<file path="src/rtl/wb_stage_pipe_if.sv">
// MEM->WB stage handshake and payload bundle; slave is the pipeline stage, master drives it.
interface wb_stage_pipe_if #(
   parameter int unsigned XLEN   = 64,
   parameter int unsigned INST_W = 32
);
   logic              flush_i;
   logic              in_valid_i;
   logic              in_ready_o;
   logic [XLEN-1:0]   pc_i;
   logic [INST_W-1:0] instr_i;
   logic [XLEN-1:0]   alures_i;
   logic [XLEN-1:0]   lsres_i;
   logic [XLEN-1:0]   csrdata_i;
   logic              wben_i;
   logic              out_valid_o;
   logic              out_ready_i;
   logic [XLEN-1:0]   pc_o;
   logic [INST_W-1:0] instr_o;
   logic [XLEN-1:0]   alures_o;
   logic [XLEN-1:0]   lsres_o;
   logic [XLEN-1:0]   csrdata_o;
   logic              wben_o;

   modport slave (
      input  flush_i, in_valid_i, pc_i, instr_i, alures_i, lsres_i, csrdata_i, wben_i, out_ready_i,
      output in_ready_o, out_valid_o, pc_o, instr_o, alures_o, lsres_o, csrdata_o, wben_o
   );

   modport master (
      output flush_i, in_valid_i, pc_i, instr_i, alures_i, lsres_i, csrdata_i, wben_i, out_ready_i,
      input  in_ready_o, out_valid_o, pc_o, instr_o, alures_o, lsres_o, csrdata_o, wben_o
   );
endinterface

</file>
<file path="src/rtl/wb_stage_pipe.sv">
// MEM->WB pipeline register with valid/ready handshake, stall hold and flush.
// Define WB_SKID_BUF_EN to add a 1-entry skid buffer that registers in_ready_o.
module wb_stage_pipe #(
   parameter int unsigned XLEN   = 64,
   parameter int unsigned INST_W = 32
) (
   input  logic            clk,
   input  logic            rst_n,
   wb_stage_pipe_if.slave  bus
);
   localparam int unsigned PW = 4 * XLEN + INST_W + 1;

   logic [PW-1:0] in_pl;
   logic [PW-1:0] main_q, main_d;
   logic          main_v_q, main_v_d;
   logic          wben_q;
   logic          in_xfer;
   logic          out_xfer;

   assign in_pl    = {bus.pc_i, bus.instr_i, bus.alures_i, bus.lsres_i, bus.csrdata_i, bus.wben_i};
   assign in_xfer  = bus.in_valid_i & bus.in_ready_o;
   assign out_xfer = main_v_q & bus.out_ready_i;

   assign {bus.pc_o, bus.instr_o, bus.alures_o, bus.lsres_o, bus.csrdata_o, wben_q} = main_q;
   assign bus.out_valid_o = main_v_q;
   assign bus.wben_o      = wben_q & main_v_q;

`ifdef WB_SKID_BUF_EN
   logic [PW-1:0] skid_q, skid_d;
   logic          skid_v_q, skid_v_d;

   // Ready depends only on skid occupancy, so out_ready_i never reaches in_ready_o combinationally.
   assign bus.in_ready_o = ~skid_v_q;

   always_comb begin
      main_d   = main_q;
      main_v_d = main_v_q;
      skid_d   = skid_q;
      skid_v_d = skid_v_q;
      if (bus.flush_i) begin
         main_v_d = 1'b0;
         skid_v_d = 1'b0;
      end else if (skid_v_q) begin
         // Skid full implies main full; drain skid into main when WB consumes the head.
         if (bus.out_ready_i) begin
            main_d   = skid_q;
            main_v_d = 1'b1;
            skid_v_d = 1'b0;
         end
      end else if (in_xfer) begin
         if (main_v_q && !bus.out_ready_i) begin
            skid_d   = in_pl;
            skid_v_d = 1'b1;
         end else begin
            main_d   = in_pl;
            main_v_d = 1'b1;
         end
      end else if (out_xfer) begin
         main_v_d = 1'b0;
      end
   end

   always_ff @(posedge clk or negedge rst_n) begin
      if (!rst_n) begin
         skid_q   <= '0;
         skid_v_q <= 1'b0;
      end else begin
         skid_q   <= skid_d;
         skid_v_q <= skid_v_d;
      end
   end
`else
   assign bus.in_ready_o = ~main_v_q | bus.out_ready_i;

   always_comb begin
      main_d   = main_q;
      main_v_d = main_v_q;
      if (bus.flush_i) begin
         main_v_d = 1'b0;
      end else if (in_xfer) begin
         main_d   = in_pl;
         main_v_d = 1'b1;
      end else if (out_xfer) begin
         main_v_d = 1'b0;
      end
   end
`endif

   always_ff @(posedge clk or negedge rst_n) begin
      if (!rst_n) begin
         main_q   <= '0;
         main_v_q <= 1'b0;
      end else begin
         main_q   <= main_d;
         main_v_q <= main_v_d;
      end
   end
endmodule

</file>
<file path="src/flat_wrapper.sv">
// flat-port wrapper written by rule: the top's interface ports become plain ports
module wb_stage_pipe_flat 
#(
   parameter int unsigned XLEN   = 64,
   parameter int unsigned INST_W = 32
)
  (clk, rst_n, bus_flush_i, bus_in_valid_i, bus_pc_i, bus_instr_i, bus_alures_i, bus_lsres_i, bus_csrdata_i, bus_wben_i, bus_out_ready_i, bus_in_ready_o, bus_out_valid_o, bus_pc_o, bus_instr_o, bus_alures_o, bus_lsres_o, bus_csrdata_o, bus_wben_o);
  wb_stage_pipe_if #(.XLEN(XLEN), .INST_W(INST_W)) bus_i ();
  input  logic clk;
  input  logic rst_n;
  input wire logic [$bits(bus_i.flush_i)-1:0] bus_flush_i;
  input wire logic [$bits(bus_i.in_valid_i)-1:0] bus_in_valid_i;
  input wire logic [$bits(bus_i.pc_i)-1:0] bus_pc_i;
  input wire logic [$bits(bus_i.instr_i)-1:0] bus_instr_i;
  input wire logic [$bits(bus_i.alures_i)-1:0] bus_alures_i;
  input wire logic [$bits(bus_i.lsres_i)-1:0] bus_lsres_i;
  input wire logic [$bits(bus_i.csrdata_i)-1:0] bus_csrdata_i;
  input wire logic [$bits(bus_i.wben_i)-1:0] bus_wben_i;
  input wire logic [$bits(bus_i.out_ready_i)-1:0] bus_out_ready_i;
  output wire logic [$bits(bus_i.in_ready_o)-1:0] bus_in_ready_o;
  output wire logic [$bits(bus_i.out_valid_o)-1:0] bus_out_valid_o;
  output wire logic [$bits(bus_i.pc_o)-1:0] bus_pc_o;
  output wire logic [$bits(bus_i.instr_o)-1:0] bus_instr_o;
  output wire logic [$bits(bus_i.alures_o)-1:0] bus_alures_o;
  output wire logic [$bits(bus_i.lsres_o)-1:0] bus_lsres_o;
  output wire logic [$bits(bus_i.csrdata_o)-1:0] bus_csrdata_o;
  output wire logic [$bits(bus_i.wben_o)-1:0] bus_wben_o;
  assign bus_i.flush_i = bus_flush_i;
  assign bus_i.in_valid_i = bus_in_valid_i;
  assign bus_i.pc_i = bus_pc_i;
  assign bus_i.instr_i = bus_instr_i;
  assign bus_i.alures_i = bus_alures_i;
  assign bus_i.lsres_i = bus_lsres_i;
  assign bus_i.csrdata_i = bus_csrdata_i;
  assign bus_i.wben_i = bus_wben_i;
  assign bus_i.out_ready_i = bus_out_ready_i;
  assign bus_in_ready_o = bus_i.in_ready_o;
  assign bus_out_valid_o = bus_i.out_valid_o;
  assign bus_pc_o = bus_i.pc_o;
  assign bus_instr_o = bus_i.instr_o;
  assign bus_alures_o = bus_i.alures_o;
  assign bus_lsres_o = bus_i.lsres_o;
  assign bus_csrdata_o = bus_i.csrdata_o;
  assign bus_wben_o = bus_i.wben_o;
  wb_stage_pipe #(.XLEN(XLEN), .INST_W(INST_W)) u_core (.clk(clk), .rst_n(rst_n), .bus(bus_i));
endmodule
</file>
<file path="config.mk">
export PLATFORM = sky130hd
export DESIGN_NAME = wb_stage_pipe_flat
export DESIGN_NICKNAME = d
export VERILOG_FILES = /design/src/rtl/wb_stage_pipe_if.sv /design/src/rtl/wb_stage_pipe.sv /design/src/flat_wrapper.sv
export SDC_FILE = /design/constraint.sdc
export NUM_CORES = 1
export LEC_CHECK = 0
export BUFFER_PORTS_ARGS = -buffer_cell sky130_fd_sc_hd__buf_2
export CAP_MARGIN = 15
export CORE_AREA = 2 2 227 229
export CTS_CLUSTER_DIAMETER = 100
export DETAILED_ROUTE_END_ITERATION = 8
export DIE_AREA = 0 0 229 231
export GPL_ROUTABILITY_DRIVEN = 0
export GPL_TIMING_DRIVEN = 0
export HOLD_SLACK_MARGIN = 0.15
export SLEW_MARGIN = 40
export SYNTH_ARGS = -nofsm -noshare
export SYNTH_HDL_FRONTEND = slang
export SYNTH_SLANG_ARGS = --single-unit
</file>
<file path="constraint.sdc">
create_clock -name clk -period 2.3 [get_ports clk]
set_input_delay 0.46 -clock clk [delete_from_list [all_inputs] [get_ports clk]]
set_output_delay 0.46 -clock clk [all_outputs]
set_load 0.05 [all_outputs]
</file>
==> results.txt <==
outcome -> finished, final reports clean
Inst Count DP -> 2,173
via count of the routed design -> 9,647
PD cells -> 922.5 nW/um2
CP arrival -> 2.30 ns
Final Critical Period -> 1.895 ns
clock buffer count from CTS -> 36
routed vias/inst -> 3.870
PnR worst setup slack -> 0.4051 ns
synthesized net count -> 1,199
Post-Layout Inst Area -> 20,660 um2
hold crit path type -> in2reg
layout cells sized above 1 -> 0.6762
post-synth top area cell -> dfrtp_1
sequential share of the synthesized area -> 0.5563
Final Skew -> 0.008172 ns
reg2reg end -> u_core.main_q[273]$_DFFE_PN0P_
gr usage total -> 0.1368
final hold violation count -> 0
Setup TNS -> 0 ns
Yosys warning total -> 0
Max Fclk -> 0.5277 GHz
Worst Path Class, Setup -> in2reg
Final ANT Viol Nets -> 0
Synth Area in Compound Gates -> 0
Core Area -> 50,680 um2
Die X -> 229 um
GR Util met3 -> 0.03631
Synth cell types -> 12
LEAKAGE -> 10.11 nW
Post-Synthesis Cell Area -> 13,050 um2
clk_lat worst skew -> 0.52 ns
H-tree Lvls -> 2
VDD IR max -> 602.1 uV
port bufs -> 584
Post-Synth Adder-Cell Area -> 0
Die Outline Area -> 52,900 um2
Die Y -> 231 um
first-pass iteration count of the detailed router -> 5
largest net degree at the start of global routing -> 73
CP Capture Type -> flop
Final HPWL DP -> 26.85 mm
clock sink count -> 290
worst-path fanout max -> 10
Root Driver -> clkbuf_16
antenna cells -> 0
global-route track usage on met2 -> 0.2494
Startpoint Class -> input port
Core Rows -> 83
mux cell area share after synthesis -> 0.2495
Area growth, synth to finish -> 58.40%
antenna violations before repair -> 0
GRT Max-Usage Layer -> met2
Post-Place Setup Slack -> 0.3572 ns
clock-pin slew on the worst setup and hold paths -> 0.06 ns
Worst Reg-to-Reg Cells -> 6
Final Max Tran Viols -> 0
Avg Synthesized Cell Area -> 14.41 um2
placed inst area -> 16,940 um2
Setup violations, final -> 0
TritonCTS clock tree -> done
Synth Register Bits -> 290
hold_ws -> 0.1862 ns
XOR/XNOR share of the synthesized area -> 0
Layout Nets -> 2,087
post-route insts no fill -> 2,493
r2r setup slk -> 0.48 ns
drt drc -> 0
IO Count -> 585
Critical Path RT -> 2.70 ns
Synth Instances -> 905
final wirelength -> 37.08 mm
top cell type's share of synthesized area -> 0.5563
Post-CTS Setup Bufs -> 0
synth top area cells -> dfrtp_1 56%, mux2_2 23%, buf_4 17%
DR iter-0 viols -> 212
Slew headroom -> 0.7464
vias in the first global route -> 10,660
largest family of logic cells by synthesized area -> multiplexers
RSZ-0062 raised after global routing -> no
final worst path period share -> 0.8239
Wirelength per Cell -> 14.88 um
Critical Path End -> u_core.main_q[273]$_DFFE_PN0P_
Worst Max-Slew Pin Slew -> 0.3804 ns
Max clock buf depth -> 3
crit path from -> bus_flush_i
simple-gate area share of the yosys netlist -> 0.003069
GR Overflow Total -> 0
Initial Util -> 0.2574
Filler Cell Count -> 4,763
first-pass GRT wire length -> 57.37 mm
max-cap viol count -> 0
met1 usage -> 0.1513
origin of the critical flop-to-flop path -> u_core.bus.out_valid_o$_DFFE_PN0P_
-- area by class of cell --
type,instances,area (um2),share of cell area
Tap cell,680,850.8,0.04117
Timing Repair Buffer,850,5665,0.2742
Buffer,320,2490,0.1205
Multi-Input combinational cell,294,3294,0.1594
Clock buffer,53,1046,0.05062
Sequential cell,290,7257,0.3512
Clock inverter,5,56.30,0.002725
Inverter,1,3.754,0.0001817
-- cell families (layout without fill, tap and decap cells) --
group / count (synthesis) / after routing
flip-flops: 290 / 290
buffers and inverters: 321 / 1229
AND/OR/NAND/NOR: 5 / 5
multiplexers: 289 / 289
-- routing by layer --
metal | part of all wire | up-vias
met4 | 0.032 | 0
met5 | 0 | -
met1 | 0.38 | 4683
met3 | 0.064 | 82
li1 | - | 4533
met2 | 0.52 | 349
-- cell usage after synthesis --
cell and number:
nor2_1 2, buf_8 3, buf_2 7, mux2_1 21, inv_1 1, buf_6 22
mux2_2 268, and2_1 1, buf_4 288, nor3b_2 1, dfrtp_1 290, nor2b_4 1
-- worst max-delay path: stages --
cell and delay (ns):
dlygate4sd3_1 0.53, buf_2 0.13, nor3b_2 0.19, buf_6 0.21, buf_6 0.22, buf_6 0.19, mux2_2 0.35
-- where the power goes --
group / switching [mW] / internal, mW / total (mW)
Combinational: 4.46 / 2.82 / 7.28
Sequential: 0.466 / 5.98 / 6.45
Clock: 2.10 / 3.24 / 5.34
-- how the worst min path moves through the flow --
stage | start | endpoint | slack [ns] | depth (start not counted)
final | bus_lsres_i[35] | u_core.main_q[100]$_DFFE_PN0P_ | 0.19 | 2
after global routing | bus_lsres_i[35] | u_core.main_q[100]$_DFFE_PN0P_ | 0.16 | 2
after CTS | bus_alures_i[56] | u_core.main_q[185]$_DFFE_PN0P_ | 0.15 | 2
after detailed placement | rst_n | u_core.main_q[189]$_DFFE_PN0P_ | 0.33 | 1
after global placement | u_core.main_q[74]$_DFFE_PN0P_ | u_core.main_q[74]$_DFFE_PN0P_ | 0.47 | 1
after floorplan | rst_n | u_core.bus.out_valid_o$_DFFE_PN0P_ | 0.16 | 0
-- cells in the final DEF, fill, tap and decap left out, types with 2 or more instances in the layout --
cell type,count
buf_16,4
buf_2,590
buf_4,288
buf_6,22
buf_8,4
clkbuf_1,10
clkbuf_16,37
clkbuf_8,6
clkinv_2,2
dfrtp_1,290
dlygate4sd3_1,262
mux2_1,21
mux2_2,268
nor2_1,2
-- per-stage QoR --
stage	power (mW)	utilization
after floorplan	11.86	-
after global placement	13.35	0.3319
after detailed placement	13.46	0.3342
after CTS	19.31	0.4077
after global routing	19.91	0.4077
final	19.06	0.4077
-- state kept, by name, summed over array words and instances, names as in the netlist --
signal	flops
u_core.bus.out_valid_o	1
u_core.main_q	289
-- what timing repair did --
| action | 4_1_cts | 5_1_grt |
|---|---|---|
| hold buffers | 262 | 0 |
| endpoints found under the hold margin | 409 | 0 |
| gates resized for setup | 0 | 0 |
No activity file was read; power rests on OpenSTA's default activity.
